--- src/rtl/fetch_unit.sv ---
// fetch_unit: instruction-fetch front end. Owns the PC and the jump-target
// LUT, drives a 1-cycle-latency instruction memory, squashes the single
// wrong-path slot after a taken jump and sequences Start/Done.
module fetch_unit #(
    parameter int PC_W      = 10,
    parameter int INSTR_W   = 9,
    parameter int LUT_DEPTH = 16,
    localparam int LUT_AW   = $clog2(LUT_DEPTH)
) (
    input  logic               Clk,
    input  logic               Reset,
    input  logic               Start,
    input  logic [PC_W-1:0]    ProgLen,
    input  logic               LutWrEn,
    input  logic [LUT_AW-1:0]  LutWrAddr,
    input  logic [PC_W-1:0]    LutWrData,
    input  logic               pc_jmp_en,
    input  logic [LUT_AW-1:0]  LutPointer,
    output logic [PC_W-1:0]    ImemAddr,
    input  logic [INSTR_W-1:0] ImemData,
    output logic [INSTR_W-1:0] Instr,
    output logic               InstrValid,
    output logic [PC_W-1:0]    InstrPc,
    output logic               Done
);

    typedef enum logic [1:0] {IDLE, PRIME, RUN, DONE} state_t;

    state_t            r_state, w_state_nxt;
    logic [PC_W-1:0]   r_pc, w_pc_nxt;
    logic [PC_W-1:0]   r_instr_pc, w_instr_pc_nxt;
    logic              r_instr_valid, w_instr_valid_nxt;
    logic              r_done, w_done_nxt;
    logic [PC_W-1:0]   r_lut [LUT_DEPTH];

    logic              w_take;
    logic              w_last;
    logic              w_lut_we;
    logic [PC_W-1:0]   w_target;

    // A bubble slot (InstrValid=0) can never redirect, so a held jump
    // request during the squash cycle is harmless.
    assign w_take   = r_instr_valid & pc_jmp_en;
    // ProgLen-1 truncated to PC_W, so ProgLen=2^PC_W (encoded as 0) ends at the top address.
    assign w_last   = (r_instr_pc == (ProgLen - PC_W'(1)));
    assign w_lut_we = LutWrEn & ((r_state == IDLE) | (r_state == DONE));
    assign w_target = r_lut[LutPointer];

    assign ImemAddr   = r_pc;
    assign Instr      = r_instr_valid ? ImemData : '0;
    assign InstrValid = r_instr_valid;
    assign InstrPc    = r_instr_pc;
    assign Done       = r_done;

    // State register.
    always_ff @(posedge Clk) begin
        if (Reset) r_state <= IDLE;
        else       r_state <= w_state_nxt;
    end

    // Next-state and next-PC / issue-slot logic.
    always_comb begin
        w_state_nxt       = r_state;
        w_pc_nxt          = r_pc;
        w_instr_pc_nxt    = r_instr_pc;
        w_instr_valid_nxt = 1'b0;
        w_done_nxt        = r_done;
        case (r_state)
            IDLE, DONE: begin
                if (Start) begin
                    w_state_nxt = PRIME;
                    w_pc_nxt    = '0;
                    w_done_nxt  = 1'b0;
                end
            end
            PRIME: begin
                w_state_nxt       = RUN;
                w_pc_nxt          = PC_W'(1);
                w_instr_pc_nxt    = '0;
                w_instr_valid_nxt = 1'b1;
            end
            RUN: begin
                if (w_take) begin
                    // Redirect; the PC+1 fetch already in flight is squashed.
                    w_pc_nxt          = w_target;
                    w_instr_pc_nxt    = w_target;
                    w_instr_valid_nxt = 1'b0;
                end else begin
                    w_pc_nxt          = r_pc + PC_W'(1);
                    w_instr_pc_nxt    = r_pc;
                    w_instr_valid_nxt = 1'b1;
                    // Only a real, non-jumping last instruction completes the run.
                    if (r_instr_valid && w_last) begin
                        w_state_nxt       = DONE;
                        w_done_nxt        = 1'b1;
                        w_instr_valid_nxt = 1'b0;
                    end
                end
            end
            default: w_state_nxt = IDLE;
        endcase
    end

    // PC, issue slot and Done registers.
    always_ff @(posedge Clk) begin
        if (Reset) begin
            r_pc          <= '0;
            r_instr_pc    <= '0;
            r_instr_valid <= 1'b0;
            r_done        <= 1'b0;
        end else begin
            r_pc          <= w_pc_nxt;
            r_instr_pc    <= w_instr_pc_nxt;
            r_instr_valid <= w_instr_valid_nxt;
            r_done        <= w_done_nxt;
        end
    end

    // Jump-target LUT; writable only while no program is running.
    always_ff @(posedge Clk) begin
        if (Reset) begin
            for (int i = 0; i < LUT_DEPTH; i++) r_lut[i] <= '0;
        end else if (w_lut_we) begin
            r_lut[LutWrAddr] <= LutWrData;
        end
    end

endmodule

--- config.mk ---
export PLATFORM = sky130hd
export DESIGN_NAME = fetch_unit
export DESIGN_NICKNAME = d
export VERILOG_FILES = /design/src/rtl/fetch_unit.sv
export SDC_FILE = /design/constraint.sdc
export NUM_CORES = 1
export LEC_CHECK = 0
export ABC_AREA = 1
export CAP_MARGIN = 20
export CORE_AREA = 2 2 145 133
export CTS_CLUSTER_SIZE = 12
export DETAILED_ROUTE_END_ITERATION = 10
export DIE_AREA = 0 0 147 135
export PLACE_DENSITY = 0.69
export SYNTH_ARGS = -nofsm -noshare
export SYNTH_HDL_FRONTEND = slang
export SYNTH_SLANG_ARGS = --single-unit
--- constraint.sdc ---
create_clock -name Clk -period 3.1 [get_ports Clk]
set_clock_uncertainty 0.1 [all_clocks]
set_input_delay 0.62 -clock Clk [delete_from_list [all_inputs] [get_ports Clk]]
set_output_delay 0.62 -clock Clk [all_outputs]
set_load 0.02 [all_outputs]
==> results.md <==
* Yosys synthesis warning count at 0
* Hold Violations, Final at 0
* Leading area contributor after synthesis: edfxtp_1
* Routed Antenna Nets at 0
* CTS Buffer Depth at 2
* Slew headroom at 41.94%
* Vias in the first global route at 6698
* Final cell count without fillers at 1338
* CP Data Required Time at 2.38 ns
* Worst Path Class, Setup: in -> out
* Cell-internal power at 4.305 mW
* Wire per inst at 17.64 um
* ANT cells at 0
* Sequential power share at 49.2%
* Routed Wire Length at 23600 um
* Post-synthesis cell count at 1000
* Top cell type's share of synthesized area at 53.56%
* Final instance area at 10610 sq um
* Synth async-reset ratio at 0%
* CTS tree: done
* Synth Flop Type: edfxtp_1
* Starting density of the core at 49.21%
* Post-synthesis sequential area ratio at 58.91%
* CTS Buf Count at 17
* Max-cap violations at 0
* Port Buffers at 72
* Worst EP arrival at 1.79 ns
* Vias post-DR at 7186
* Leak at 4.270 nW
* # hold bufs at CTS at 0
* Largest vdd supply drop at 0.3629 mV
* CP Capture Type: output port
* Dpl cells at 1307
* Postcts setup bufs at 0
* CTS Root Cell: clkbuf_16
* Core Footprint at 18230 sq um
* Clk slew on worst S/H paths at 0.06 ns
* # resized after CTS at 0
* Area grow syn2layout at 18.28%
* RSZ-0062 raised after global routing: false
* Gr ovfl total at 0
* Final GP Congestion at 0.8978
* Vias per inst at 5.371
* Antenna violations before repair at 0
* Share of layout cells above drive strength 1 at 8.509%
* Avg Cell Area, Syn at 8.971 sq um
* Logic gate share of total power at 15.9%
* Clock sinks at 184
* Synth Register Bits at 184
* NetSw at 1.558 mW
* I/O pins at 73
* DP Wirelength at 16050 um
* Die Span X at 147 um
* Worst hold-check path type: reg -> reg
* Die height at 135 um
* TNS Setup at 0 ns
* Period utilisation layout at 81.09%
* Largest net degree at the start of global routing at 83
* Reg2reg setup slack at 0.62 ns
* H-Tree Depth at 4
* Net Count, Synth at 1047
* Clk pwr share at 34.9%
* Commonest non-fill, non-tap cell in the layout: nor2_1
* DRC at 0
* Area of the die at 19850 sq um
* Initial DRC Count at 754
* CP Launch Type: input pin
* Worst Tran Pin Value at 0.8699 ns
* Netlist cell types at 31
* CP Max Fanout at 1
* Switch share at 26.57%
* Placed instance area at 10070 sq um
* Most frequent cells in the layout: 306 x nor2_1, 160 x edfxtp_1, 149 x nand2_1
* Status: finished clean
* NumNets Final at 1128
* Slew Limit Fails at 0
* Number of synthesized flops with an enable pin at 160
* Final min period at 2.514 ns
* Final setup vio count at 0
* Mapped Area at 8971 sq um
* Fillers at 1622
* P per Cell Area at 552.5 nW/um^2
* Fmax at 397.8 MHz
* Synth top area cells: edfxtp_1 54%, nor2_1 13%, nand2_1 6.2%, dfxtp_1 5.4%, o21ai_0 4.6%
* Drt first pass iters at 5
* Number of core rows at 47
* GRT Total Usage at 24.47%
* Clk Latency, worst-skew pair at 0.43 ns
* First-pass GRT wire length at 36450 um
==> logic make-up (layout without fill, tap and decap cells) <==
group	Yosys count	count (layout)	synth area share [%]
compound gates	159	159	10.14
xor+xnor	12	12	1.172
fa+ha+maj	5	5	0.6974
buf+inv	131	224	6.611
flops	184	184	58.91
simple gates	509	509	22.47
==> sequential cells by signal, summed over array words and instances, names as in the netlist <==
name	cells
ImemAddr	10
r_lut	160
InstrPc	10
r_state	2
Done	1
InstrValid	1
==> path summary, 6_finish.rpt <==
path,endpoint,depth (start not counted),start
setup / recovery,Instr[5],4,ImemData[5]
hold / removal,InstrPc[8]$_SDFFE_PP0P_,2,InstrPc[8]$_SDFFE_PP0P_
setup reg to reg,r_lut[9][2]$_SDFFCE_PN0P_,9,r_state[0]$_SDFFE_PP0P_
hold reg to reg,InstrPc[8]$_SDFFE_PP0P_,2,InstrPc[8]$_SDFFE_PP0P_
==> worst max-delay path, stage by stage <==
cell and delay (ns):
clkdlybuf4s50_1 0.45, nand2_1 0.05, inv_1 0.06, clkdlybuf4s50_1 0.61
==> final cells by class <==
type,instances,area (sq um),area share [%]
Clock buffer,21,440.4,4.150
Tap cell,245,306.5,2.889
Sequential cell,184,5285,49.81
Multi-Input combinational cell,685,3093,29.15
Clock inverter,10,105.1,0.9905
Timing Repair Buffer,125,1121,10.56
Inverter,68,260.3,2.453
==> synth_stat cells, types with 8 or more instances <==
library cell / number
a21oi_1: 8
buf_2: 31
clkbuf_1: 21
dfxtp_1: 24
edfxtp_1: 160
inv_1: 62
nand2_1: 149
nand3_1: 37
nor2_1: 306
o211ai_1: 39
o21ai_0: 83
o21ai_1: 23
xor2_1: 9
==> routing by layer <==
| layer | global-route usage [%] | vias to the layer above | wire length, um | share of wire, % |
|---|---|---|---|---|
| met3 | 5.169 | 46 | 2158 | 9.1 |
| met5 | 0 | - | 0 | 0 |
| li1 | - | 3482 | - | - |
| met4 | 9.081 | 0 | 607 | 2.6 |
| met2 | 37.64 | 333 | 10580 | 45 |
| met1 | 34.56 | 3325 | 10260 | 43 |
==> power groups by stage <==
| stage | Sequential [mW] | Clock [mW] | Combinational [mW] |
|---|---|---|---|
| floorplan | 2.93 | 0 | 0.551 |
| global placement | 2.93 | 0 | 0.910 |
| detailed placement | 2.94 | 0 | 0.919 |
| CTS | 2.88 | 2.07 | 0.926 |
| global route | 2.90 | 2.16 | 1.02 |
| finish | 2.88 | 2.04 | 0.933 |
==> metrics by stage <==
step / hold WS, ns / setup WS, ns / total power, mW / util (%)
after global placement: 0.3792 / 0.3896 / 3.841 / 55.22
after CTS: 0.3890 / 0.5831 / 5.878 / 58.21
after detailed placement: 0.3801 / 0.3507 / 3.854 / 55.22
after global routing: 0.4084 / 0.4591 / 6.078 / 58.21
after floorplan: 0.3775 / 0.8933 / 3.481 / -
final: 0.3904 / 0.5862 / 5.863 / 58.21
(Power assumes the default switching activity.)
==> patch (same flow settings) <==
`r_pc` and `r_instr_pc` no longer have a reset.
--- a/src/rtl/fetch_unit.sv
+++ b/src/rtl/fetch_unit.sv
@@ -106,4 +106,2 @@
         if (Reset) begin
-            r_pc          <= '0;
-            r_instr_pc    <= '0;
             r_instr_valid <= 1'b0;
@@ -111,4 +109,2 @@
         end else begin
-            r_pc          <= w_pc_nxt;
-            r_instr_pc    <= w_instr_pc_nxt;
             r_instr_valid <= w_instr_valid_nxt;
@@ -116,2 +112,7 @@
         end
+    end
+
+    always_ff @(posedge Clk) begin
+        r_pc       <= w_pc_nxt;
+        r_instr_pc <= w_instr_pc_nxt;
     end
Function: differs if Reset is asserted again (counterexample within 4 cycles, from zero or initial values and one cycle with Reset high); with Reset held inactive, the same outputs for 4 cycles.
==> patch against the original RTL <==
- total power is 19% higher
- wire length is 2.7% lower
- critical path type unchanged
- setup slack worse by 0.010 ns
- synthesized area is 2.2% lower
- synthesized cell count is 9.4% lower
- sequential cell count stayed put
- critical endpoint is now Instr[2]
- cell area is 1.4% lower
==> patch: results <==
routing:
  drt_iter0_markers: 674
  routed_wl_um: 23000
  num_vias: 6836
logic_synthesis:
  synthTopCellsByArea: "edfxtp_1, nor2_1, nand2_1"
  synth_compound_area_share_pct: 10.9
  ys_types: 31
  synthAdderAreaFrac_pct: 0.713
  synthTopCellsByCount: "nor2_1, edfxtp_1, nand2_1"
  yosysSeqAreaShare_pct: 62.5
  synth-edff-count: 180
  synthXorXnorAreaFrac_pct: 1.05
  syn_nets: 953
  synth_mux_area_share_pct: 0.114
  synth_warnings: 0
  avgSynthCellArea_um2: 9.69
flow_run:
  maxCapViolations: 0
setup_path:
  worstReg2RegStart: "r_state[0]"
  startpoint: "ImemData[2]"
  cp_max_fo: 1
  worst_path_largest_cell_delay_ns: 0.60
finish:
  num_antenna_cells: 0
  largest_reg_flops: 160
  drive_above_1_share_pct: 7.94
  regMostFlops: "r_lut"
  final_cell_count_no_fill: 1227
  fin_nets: 1016
clock_tree:
  cts_buffers: 17
  clk_latency_ns: 0.43
  clockBufferDepth: 2
  cts.htree.levels: 4
  ctsRootBufferMaster: "clkbuf_16"
grt:
  grt_pass1_vias: 6347
  grt_pass1_wl_um: 35500
  grt_max_degree: 81
  grt_use_total_pct: 23.7
worst_hold_path:
  min_path_type: "reg -> reg"
  worstHoldStart: "r_state[1]"
placed_design:
  routabilityCongestion: 0.849
  port_buffers: 72
  placed_cells: 1195
  place_area_mm2: 0.00985
  pre_cts_ws_ns: 0.250
  post-dp-hpwl_um: 15200
sta:
  finalSetupTns_ns: 0
  worst_slew_pin_slew_ns: 0.839
status:
  status: "completed"
power:
  p_leak_nw: 4.11
  ir_drop_mv: 0.510
[patch: cell types whose count changed after synthesis, sizes merged, moves of 21 or more]
cell    delta
nor2      -40
o211ai    -26
o21ai     -21
nand2     -34
o221ai    +27
[patch: area by class of cell]
type                       instances  area, um2
clock inverter                    13        178
clock buffer                      19        433
tap                              245        307
inverter                          63        239
multi-input combinational        598       2780
timing repair buffer             105       1040
fill                            1586       7770
sequential                       184       5490
[patch: report_power, final]
part / internal (mW) / leakage, nW / switching, mW
sequential: 3.03 / 1.90 / 0.193
clock: 1.34 / 0.288 / 0.930
combinational: 0.589 / 1.93 / 0.889
[patch: layer usage]
layer	part of all wire, %	GRT usage (%)	wire length [um]
met1	44	34.5	10200
met2	44	34.9	10000
met3	9.0	4.76	2060
met4	2.9	9.99	677
met5	0	0	0
[patch: cell families (layout without fill, tap and decap cells)]
kind of cell,Yosys count,after routing
buffers and inverters,124,200
muxes,1,1
adders and majority gates,5,5
xor gates and xnor gates,9,9
and+or+nand+nor,422,422
AOI/OAI and AO/OA,161,161
DFF,184,184
[patch: path summary, 6_finish.rpt]
path,end,slack [ns],cells past startpoint
max,Instr[2],0.58,4
min,r_state[1],0.41,2
max reg2reg,r_lut[3][9],0.58,6
min reg2reg,r_state[1],0.41,2
[patch: critical path, delay by kind of cell]
family / cells / cell delay (ns)
buffers and inverters: 3 / 1.12
AND/OR/NAND/NOR: 1 / 0.06
